<file path="src/rtl/adder_arb_pkg.sv">
// Shared constants and types for the time-multiplexed adder arbiter.
package adder_arb_pkg;

    localparam int unsigned NUM_REQ = 4;
    localparam int unsigned DATA_W  = 16;
    localparam int unsigned ID_W    = 2;

    typedef enum logic {
        ST_EMPTY = 1'b0,
        ST_FULL  = 1'b1
    } state_e;

    typedef logic [ID_W-1:0] req_id_t;

endpackage

</file>
<file path="src/rtl/adder_share_arbiter_if.sv">
// Request/response bus between requesters and the shared adder.
// ADDER_ARB_SUB_EN adds the per-requester subtract select req_sub.
interface adder_share_arbiter_if
    import adder_arb_pkg::*;
();
    logic [NUM_REQ-1:0]        req_valid;
    logic [NUM_REQ*DATA_W-1:0] req_a;
    logic [NUM_REQ*DATA_W-1:0] req_b;
    logic [NUM_REQ-1:0]        req_cin;
`ifdef ADDER_ARB_SUB_EN
    logic [NUM_REQ-1:0]        req_sub;
`endif
    logic [NUM_REQ-1:0]        req_ready;
    logic                      rsp_valid;
    logic                      rsp_ready;
    req_id_t                   rsp_id;
    logic [DATA_W-1:0]         rsp_sum;
    logic                      rsp_cout;
    logic                      busy;

    modport slave (
        input  req_valid, req_a, req_b, req_cin,
`ifdef ADDER_ARB_SUB_EN
        input  req_sub,
`endif
        input  rsp_ready,
        output req_ready, rsp_valid, rsp_id, rsp_sum, rsp_cout, busy
    );

    modport master (
        output req_valid, req_a, req_b, req_cin,
`ifdef ADDER_ARB_SUB_EN
        output req_sub,
`endif
        output rsp_ready,
        input  req_ready, rsp_valid, rsp_id, rsp_sum, rsp_cout, busy
    );
endinterface

</file>
<file path="src/rtl/prefix_adder_16.sv">
// 16-bit Kogge-Stone prefix adder with carry-in.
module prefix_adder_16
    import adder_arb_pkg::*;
(
    input  logic [DATA_W-1:0] a_i,
    input  logic [DATA_W-1:0] b_i,
    input  logic              cin_i,
    output logic [DATA_W-1:0] sum_o,
    output logic              cout_o
);
    logic [DATA_W-1:0] p0, g, p, gn, pn;
    logic [DATA_W:0]   c;

    always_comb begin
        p0 = a_i ^ b_i;
        g  = a_i & b_i;
        p  = p0;
        gn = '0;
        pn = '0;
        for (int k = 0; k < 4; k++) begin
            gn = g;
            pn = p;
            for (int i = (1 << k); i < DATA_W; i++) begin
                gn[i] = g[i] | (p[i] & g[i - (1 << k)]);
                pn[i] = p[i] & p[i - (1 << k)];
            end
            g = gn;
            p = pn;
        end
        // Group terms span [i:0]; fold in the carry-in to get every carry.
        c      = {g | (p & {DATA_W{cin_i}}), cin_i};
        sum_o  = p0 ^ c[DATA_W-1:0];
        cout_o = c[DATA_W];
    end
endmodule

</file>
<file path="src/rtl/rr_arbiter_4.sv">
// Round-robin grant: first valid requester at or after ptr, wrapping 3->0.
module rr_arbiter_4
    import adder_arb_pkg::*;
(
    input  logic [NUM_REQ-1:0] req_i,
    input  req_id_t            ptr_i,
    output req_id_t            gnt_o,
    output logic               any_o
);
    req_id_t idx;

    // Scan from the farthest offset down so the nearest valid requester wins.
    always_comb begin
        gnt_o = '0;
        any_o = 1'b0;
        idx   = '0;
        for (int k = NUM_REQ - 1; k >= 0; k--) begin
            idx = ptr_i + ID_W'(k);
            if (req_i[idx]) begin
                gnt_o = idx;
                any_o = 1'b1;
            end
        end
    end
endmodule

</file>
<file path="src/rtl/adder_share_arbiter.sv">
// One shared prefix adder time-multiplexed across four requesters with a
// single-entry result register. ADDER_ARB_SUB_EN enables per-requester A-B.
module adder_share_arbiter
    import adder_arb_pkg::*;
(
    input  logic                  clk,
    input  logic                  rst,
    adder_share_arbiter_if.slave  bus
);
    req_id_t           gnt, ptr_q, ptr_d, id_q;
    logic              any_vld, slot_free, accept;
    state_e            state_q;
    logic [DATA_W-1:0] a_sel, b_sel, add_sum, sum_q;
    logic              cin_sel, add_cout, cout_q;

    rr_arbiter_4 u_arb (
        .req_i (bus.req_valid),
        .ptr_i (ptr_q),
        .gnt_o (gnt),
        .any_o (any_vld)
    );

    // Operand mux driven by the current winner.
    always_comb begin
        a_sel   = bus.req_a[DATA_W*gnt +: DATA_W];
        b_sel   = bus.req_b[DATA_W*gnt +: DATA_W];
        cin_sel = bus.req_cin[gnt];
`ifdef ADDER_ARB_SUB_EN
        if (bus.req_sub[gnt]) begin
            b_sel   = ~b_sel;
            cin_sel = 1'b1;
        end
`endif
    end

    prefix_adder_16 u_add (
        .a_i    (a_sel),
        .b_i    (b_sel),
        .cin_i  (cin_sel),
        .sum_o  (add_sum),
        .cout_o (add_cout)
    );

    assign slot_free     = (state_q == ST_EMPTY) | bus.rsp_ready;
    assign accept        = ~rst & any_vld & slot_free;
    assign ptr_d         = accept ? gnt + ID_W'(1) : ptr_q;
    assign bus.req_ready = accept ? (NUM_REQ'(1) << gnt) : '0;

    always_ff @(posedge clk) begin
        if (rst) begin
            state_q <= ST_EMPTY;
            sum_q   <= '0;
            cout_q  <= 1'b0;
            id_q    <= '0;
            ptr_q   <= '0;
        end else begin
            case (state_q)
                ST_EMPTY: if (accept) state_q <= ST_FULL;
                ST_FULL:  if (!accept && bus.rsp_ready) state_q <= ST_EMPTY;
                default:  state_q <= ST_EMPTY;
            endcase
            if (accept) begin
                sum_q  <= add_sum;
                cout_q <= add_cout;
                id_q   <= gnt;
            end
            ptr_q <= ptr_d;
        end
    end

    // Outputs read as idle while reset is held so a dropped result never shows.
    assign bus.rsp_valid = ~rst & (state_q == ST_FULL);
    assign bus.rsp_sum   = rst ? '0 : sum_q;
    assign bus.rsp_cout  = ~rst & cout_q;
    assign bus.rsp_id    = rst ? '0 : id_q;
    assign bus.busy      = bus.rsp_valid | (|bus.req_valid);
endmodule

</file>
<file path="src/flat_wrapper.sv">
// flat-port wrapper written by rule: the top's interface ports become plain ports
module adder_share_arbiter_flat import adder_arb_pkg::*;
  (clk, rst, bus_req_valid, bus_req_a, bus_req_b, bus_req_cin, bus_rsp_ready, bus_req_ready, bus_rsp_valid, bus_rsp_id, bus_rsp_sum, bus_rsp_cout, bus_busy);
  adder_share_arbiter_if bus_i ();
  input  logic clk;
  input  logic rst;
  input wire logic [$bits(bus_i.req_valid)-1:0] bus_req_valid;
  input wire logic [$bits(bus_i.req_a)-1:0] bus_req_a;
  input wire logic [$bits(bus_i.req_b)-1:0] bus_req_b;
  input wire logic [$bits(bus_i.req_cin)-1:0] bus_req_cin;
  input wire logic [$bits(bus_i.rsp_ready)-1:0] bus_rsp_ready;
  output wire logic [$bits(bus_i.req_ready)-1:0] bus_req_ready;
  output wire logic [$bits(bus_i.rsp_valid)-1:0] bus_rsp_valid;
  output wire logic [$bits(bus_i.rsp_id)-1:0] bus_rsp_id;
  output wire logic [$bits(bus_i.rsp_sum)-1:0] bus_rsp_sum;
  output wire logic [$bits(bus_i.rsp_cout)-1:0] bus_rsp_cout;
  output wire logic [$bits(bus_i.busy)-1:0] bus_busy;
  assign bus_i.req_valid = bus_req_valid;
  assign bus_i.req_a = bus_req_a;
  assign bus_i.req_b = bus_req_b;
  assign bus_i.req_cin = bus_req_cin;
  assign bus_i.rsp_ready = bus_rsp_ready;
  assign bus_req_ready = bus_i.req_ready;
  assign bus_rsp_valid = bus_i.rsp_valid;
  assign bus_rsp_id = bus_i.rsp_id;
  assign bus_rsp_sum = bus_i.rsp_sum;
  assign bus_rsp_cout = bus_i.rsp_cout;
  assign bus_busy = bus_i.busy;
  adder_share_arbiter u_core (.clk(clk), .rst(rst), .bus(bus_i));
endmodule
</file>
<file path="config.mk">
export PLATFORM = sky130hd
export DESIGN_NAME = adder_share_arbiter_flat
export DESIGN_NICKNAME = d
export VERILOG_FILES = /design/src/rtl/adder_arb_pkg.sv /design/src/rtl/adder_share_arbiter_if.sv /design/src/rtl/prefix_adder_16.sv /design/src/rtl/rr_arbiter_4.sv /design/src/rtl/adder_share_arbiter.sv /design/src/flat_wrapper.sv
export SDC_FILE = /design/constraint.sdc
export NUM_CORES = 1
export LEC_CHECK = 0
export ABC_AREA = 1
export BUFFER_PORTS_ARGS = -buffer_cell sky130_fd_sc_hd__buf_4
export CORE_UTILIZATION = 35
export CTS_CLUSTER_DIAMETER = 30
export CTS_CLUSTER_SIZE = 20
export DETAILED_ROUTE_END_ITERATION = 8
export SKIP_CTS_REPAIR_TIMING = 1
export SYNTH_ARGS = -nofsm -noshare
export SYNTH_HDL_FRONTEND = slang
export SYNTH_HIERARCHICAL = 1
export SYNTH_SLANG_ARGS = --single-unit
</file>
<file path="constraint.sdc">
create_clock -name clk -period 4.14 [get_ports clk]
set_input_delay 0.828 -clock clk [delete_from_list [all_inputs] [get_ports clk]]
set_output_delay 0.828 -clock clk [all_outputs]
set_load 0.1 [all_outputs]
</file>
; ---- After elaboration in Yosys (flattened, before gate mapping)
; Index checks and enable logic that the tools add are counted.
[classes]
add_sub_neg = 4
n_reduce_logical = 3
n_bitwise = 160
n_lt_le_gt_ge = 5
mux = 24
shifts = 3
[op_table]
columns = op, n
row1 = indexed part select 64 x 7 -> 16 bit, 2
row2 = bitwise AND 1 bit, 102
row3 = bitwise OR 1 bit, 51
row4 = bitwise AND 16 bit, 2
row5 = bitwise XOR 16 bit, 2
row6 = two-way mux 16 bit, 1
row7 = bitwise OR 16 bit, 1
row8 = < comparator 2 x 3 -> 1 bit (second input constant), 5
row9 = two-way mux 1 bit, 11
row10 = binary-select mux 1 bit (select 2 bit), 5
row11 = two-way mux 2 bit, 5
row12 = adder 2 x 1 -> 2 bit (second input constant), 2
row13 = adder 2 bit (second input constant), 2
row14 = two-way mux 4 bit, 1
row15 = OR reduction 4 bit, 1
row16 = left shift 1 x 2 -> 4 bit (first input constant), 1
row17 = inverter 1 bit, 2
row18 = case mux 1 bit (2 select lines), 1
row19 = logical AND 1 bit, 1
row20 = logical NOT 1 bit, 1
[totals]
regBits = 22
out_inout_bits = 25
in_bits = 139
word_cells = 204

; ---- Logic depth before layout (Yosys ltp)
[depth]
word_depth = 19
mapped_depth = 29

; ---- Hierarchy
; Netlist, hierarchy kept.
[modules_own_cells]
columns = module, n_inst, cells_per_inst, area_per_inst_um2, seq_area_each_um2
row1 = adder_share_arbiter, 1, 408, 2358.5, 440.4
row2 = prefix_adder_16, 1, 205, 1077.3, 0.0
row3 = rr_arbiter_4, 1, 44, 215.2, 0.0

; ---- Least setup slack after synthesis
; Ideal clock, no wire load.
[synth_path]
path_type = input port to output port
start = input port bus_req_valid[1]
end = output port bus_req_ready[2]
path_buffers = 2
t_arrival_ns = 3.195
slack_ns = 0.117
stages = 15
cell_sequence = inv_1 -> nand2_1 -> and2_4 -> nand2_2 -> nand2_2 -> inv_2 -> nand2_1 -> nand2_1 -> nand2_1 -> buf_6 -> inv_12 -> buf_6 -> ha_1 -> inv_1 -> nor2_1
[synth_rtl]
columns = item, line_no
row1 = "start, declared", flat_wrapper.sv:7  ; input wire logic [$bits(bus_i.req_valid)-1:0] bus_req_valid;
row2 = binary-select mux 1 bit (select 2 bit), rr_arbiter_4.sv:19  ; if (req_i[idx]) begin
row3 = two-way mux 1 bit (implied by the code), rr_arbiter_4.sv:19
row4 = two-way mux 2 bit (3 in series), rr_arbiter_4.sv:19
row5 = two-way mux 2 bit *, rr_arbiter_4.sv:19
row6 = via u_core.gnt[0], adder_share_arbiter.sv:10  ; req_id_t gnt, ptr_q, ptr_d, id_q;
row7 = left shift 1 x 2 -> 4 bit *, adder_share_arbiter.sv:47  ; assign bus.req_ready = accept ? (NUM_REQ'(1) << gnt) : '0;
row8 = two-way mux 4 bit *, adder_share_arbiter.sv:47
row9 = "end, declared", flat_wrapper.sv:12  ; output wire logic [$bits(bus_i.req_ready)-1:0] bus_req_ready;
; The timed path passes the listed nets; every way through them passes the cells marked *. The select of a mux whose other input is x is not followed.

; ---- Worst setup path in the final report
[layout_path]
start = input port bus_req_valid[1]
end = output port bus_req_ready[1]
; Same word-level chain as after synthesis.

==> flow_summary.ini <==
[synth]
synth_xor_area_frac = 0.01679
synth_top_area_frac = 0.2036
yosysSeqAreaShare = 0.1206
synth_ff_type = dfxtp_1
synth_edf_count = 0
syn_nets = 817
synth_cells = 657
ys_seq_elements = 22
synth_warnings = 6
synth_top_area_cell = nand2_1
synth_top_family_by_area = simple AND/OR/NAND/NOR gates
yosys-top-cells-area = nand2_1 20%, dfxtp_1 12%, inv_1 10%
yosys.area_share.simple = 0.4551
syn-cell-area_um2 = 3651
synth_cell_types = 34
synth_compound_area_frac = 0.1501
synth_area_per_cell_um2 = 5.557
synthAdderAreaFrac = 0.07402
synth.area.mux_share = 0
async_flop_share = 0

[route]
drt-pass1-iter-count = 4
wl_per_cell_um = 12.21
drcViolationCount = 0
vias = 4376
ant_nets = 0
viasPerCell = 4.690
wl_um = 11390
drt_iter0_markers = 180

[timing]
setup_tns_ns = 0
rsz0062_at_grt = no
fmax_mhz = 276.5
slew_violations = 0
fin_crit_ns = 3.616
hold_viol_final = 0
tightest_slew_ns = 0.4747
relSlewSlack = 0.6828
clock-skew-final_ns = 0.0008714
setup_viol = 0
period_share = 0.8735

[die]
start_util = 0.3668
die_x_um = 104.1
dieArea_um2 = 10840
core_area_um2 = 9955
num_rows = 36
die-height_um = 104.1
ios = 164

[finish]
layout_commonest_cell = nand2_1
final_nets = 962
fin_cells = 933
drive_above_1_share = 0.2988
fillers = 1064
final_area_um2 = 4928
area_growth_pct = 34.99
layout_common_cells = 198 x nand2_1, 167 x buf_4, 98 x inv_1
antenna_cells = 0

[clocking]
clkLatencyLatePin_ns = 0.25
numClockSinks = 22
h-tree-depth = 1
cts_made_buffers = 3
cts_buffer_depth = 2
clk_pin_slew_ns = 0.07
tritoncts = done
clk_root_buffer_cell = clkbuf_8

[place]
gp_congestion = 0.9145
port_buffers = 163
placed_cell_area_um2 = 4887
dp_hpwl_um = 9681
dp_cells = 930

[grt]
grt_pass1_wl_um = 19290
grt_start_max_net_pins = 70
grtUsageTotal = 0.2126
gr-total-overflow = 0
grt_pass1_vias = 4304
antenna_found_initial = 0

[critical_path]
critPathArrivalTime_ns = 2.79
worstSetupPathType = input port to output pin
start_kind = input port
crit_path_end_kind = output pin
crit_required_ns = 3.31
critPathMaxFanout = 36

[power]
p_total_mw = 4.579
p_per_area_nw_per_um2 = 929.1
leakagePower_nw = 2.811
irDropWorstVdd_mv = 0.3813

[worst_hold_path]
hp-class = flop to flop

[status]
status = completed

[run]
drv_cap = 0
-- cells in the mapped netlist, types with 5 or more instances --
library cell	instances
dfxtp_1	22
a21oi_1	16
nand2_1	198
o211ai_1	33
buf_6	7
buf_2	16
inv_2	7
nand3_1	47
nor2_1	74
nor2_2	37
nand2_2	9
ha_1	20
o21ai_1	34
inv_1	98
xor2_1	5
-- through the flow --
stage                     setup WS (ns)  hold slack (ns)    util
after global placement           0.3629           0.5022  0.4910
final                            0.5238           0.5125  0.4951
after floorplan                  0.1169           0.4742       -
after detailed placement         0.3193           0.5042  0.4910
after global routing             0.2051           0.5497  0.4951
after CTS                        0.4965           0.5159  0.4951
-- path summary, 6_finish.rpt --
kind / cells past startpoint / endpoint / from / slack, ns
max: 14 / bus_req_ready[1] / bus_req_valid[1] / 0.52
min: 4 / u_core/sum_q[8]$_SDFFE_PP0P_ / u_core/sum_q[8]$_SDFFE_PP0P_ / 0.51
max reg2reg: 23 / u_core/sum_q[10]$_SDFFE_PP0P_ / u_core/ptr_q[0]$_SDFFE_PP0P_ / 0.63
min reg2reg: 4 / u_core/sum_q[8]$_SDFFE_PP0P_ / u_core/sum_q[8]$_SDFFE_PP0P_ / 0.51
-- sequential cells by signal, indices dropped and copies added, names as in the netlist --
signal,cells
u_core/cout_q,1
u_core/id_q,2
u_core/ptr_q,2
u_core/state_q,1
u_core/sum_q,16
-- worst max-delay path, stage by stage --
cell,delay (ns)
buf_4,0.11
inv_1,0.06
nand2_1,0.06
and2_4,0.18
nand2_2,0.06
nand2_2,0.05
inv_2,0.05
nand3_1,0.06
nand2_1,0.23
buf_4,0.42
ha_1,0.22
inv_1,0.05
nor2_1,0.09
buf_4,0.30
-- final cells by class --
type                            count  area, µm²  area share
Multi-Input combinational cell    497       2546      0.5166
Clock buffer                        3      41.29    0.008378
Sequential cell                    22      440.4     0.08936
Tap cell                          133      166.4     0.03376
Inverter                          108      420.4     0.08530
Timing Repair Buffer              170       1314      0.2666
-- metal layers --
metal	part of all wire	GRT usage
met5	0	0
met4	0.016	0.04694
met3	0.056	0.02757
met2	0.45	0.3714
met1	0.48	0.2765
-- power by group --
group          leakage (nW)  switching, mW  total, mW  internal, mW
Clock                0.0216         0.0619      0.127        0.0647
Combinational          2.61           2.71       4.12          1.42
Sequential            0.183         0.0285      0.329         0.300
-- logic make-up (layout without fill, tap and decap cells) --
logic type / count (synthesis) / count (layout)
xor+xnor: 7 / 7
buf+inv: 138 / 281
compound gates: 90 / 90
simple gates: 379 / 379
flops: 22 / 22
fa+ha+maj: 21 / 21
(Power assumes the default switching activity.)
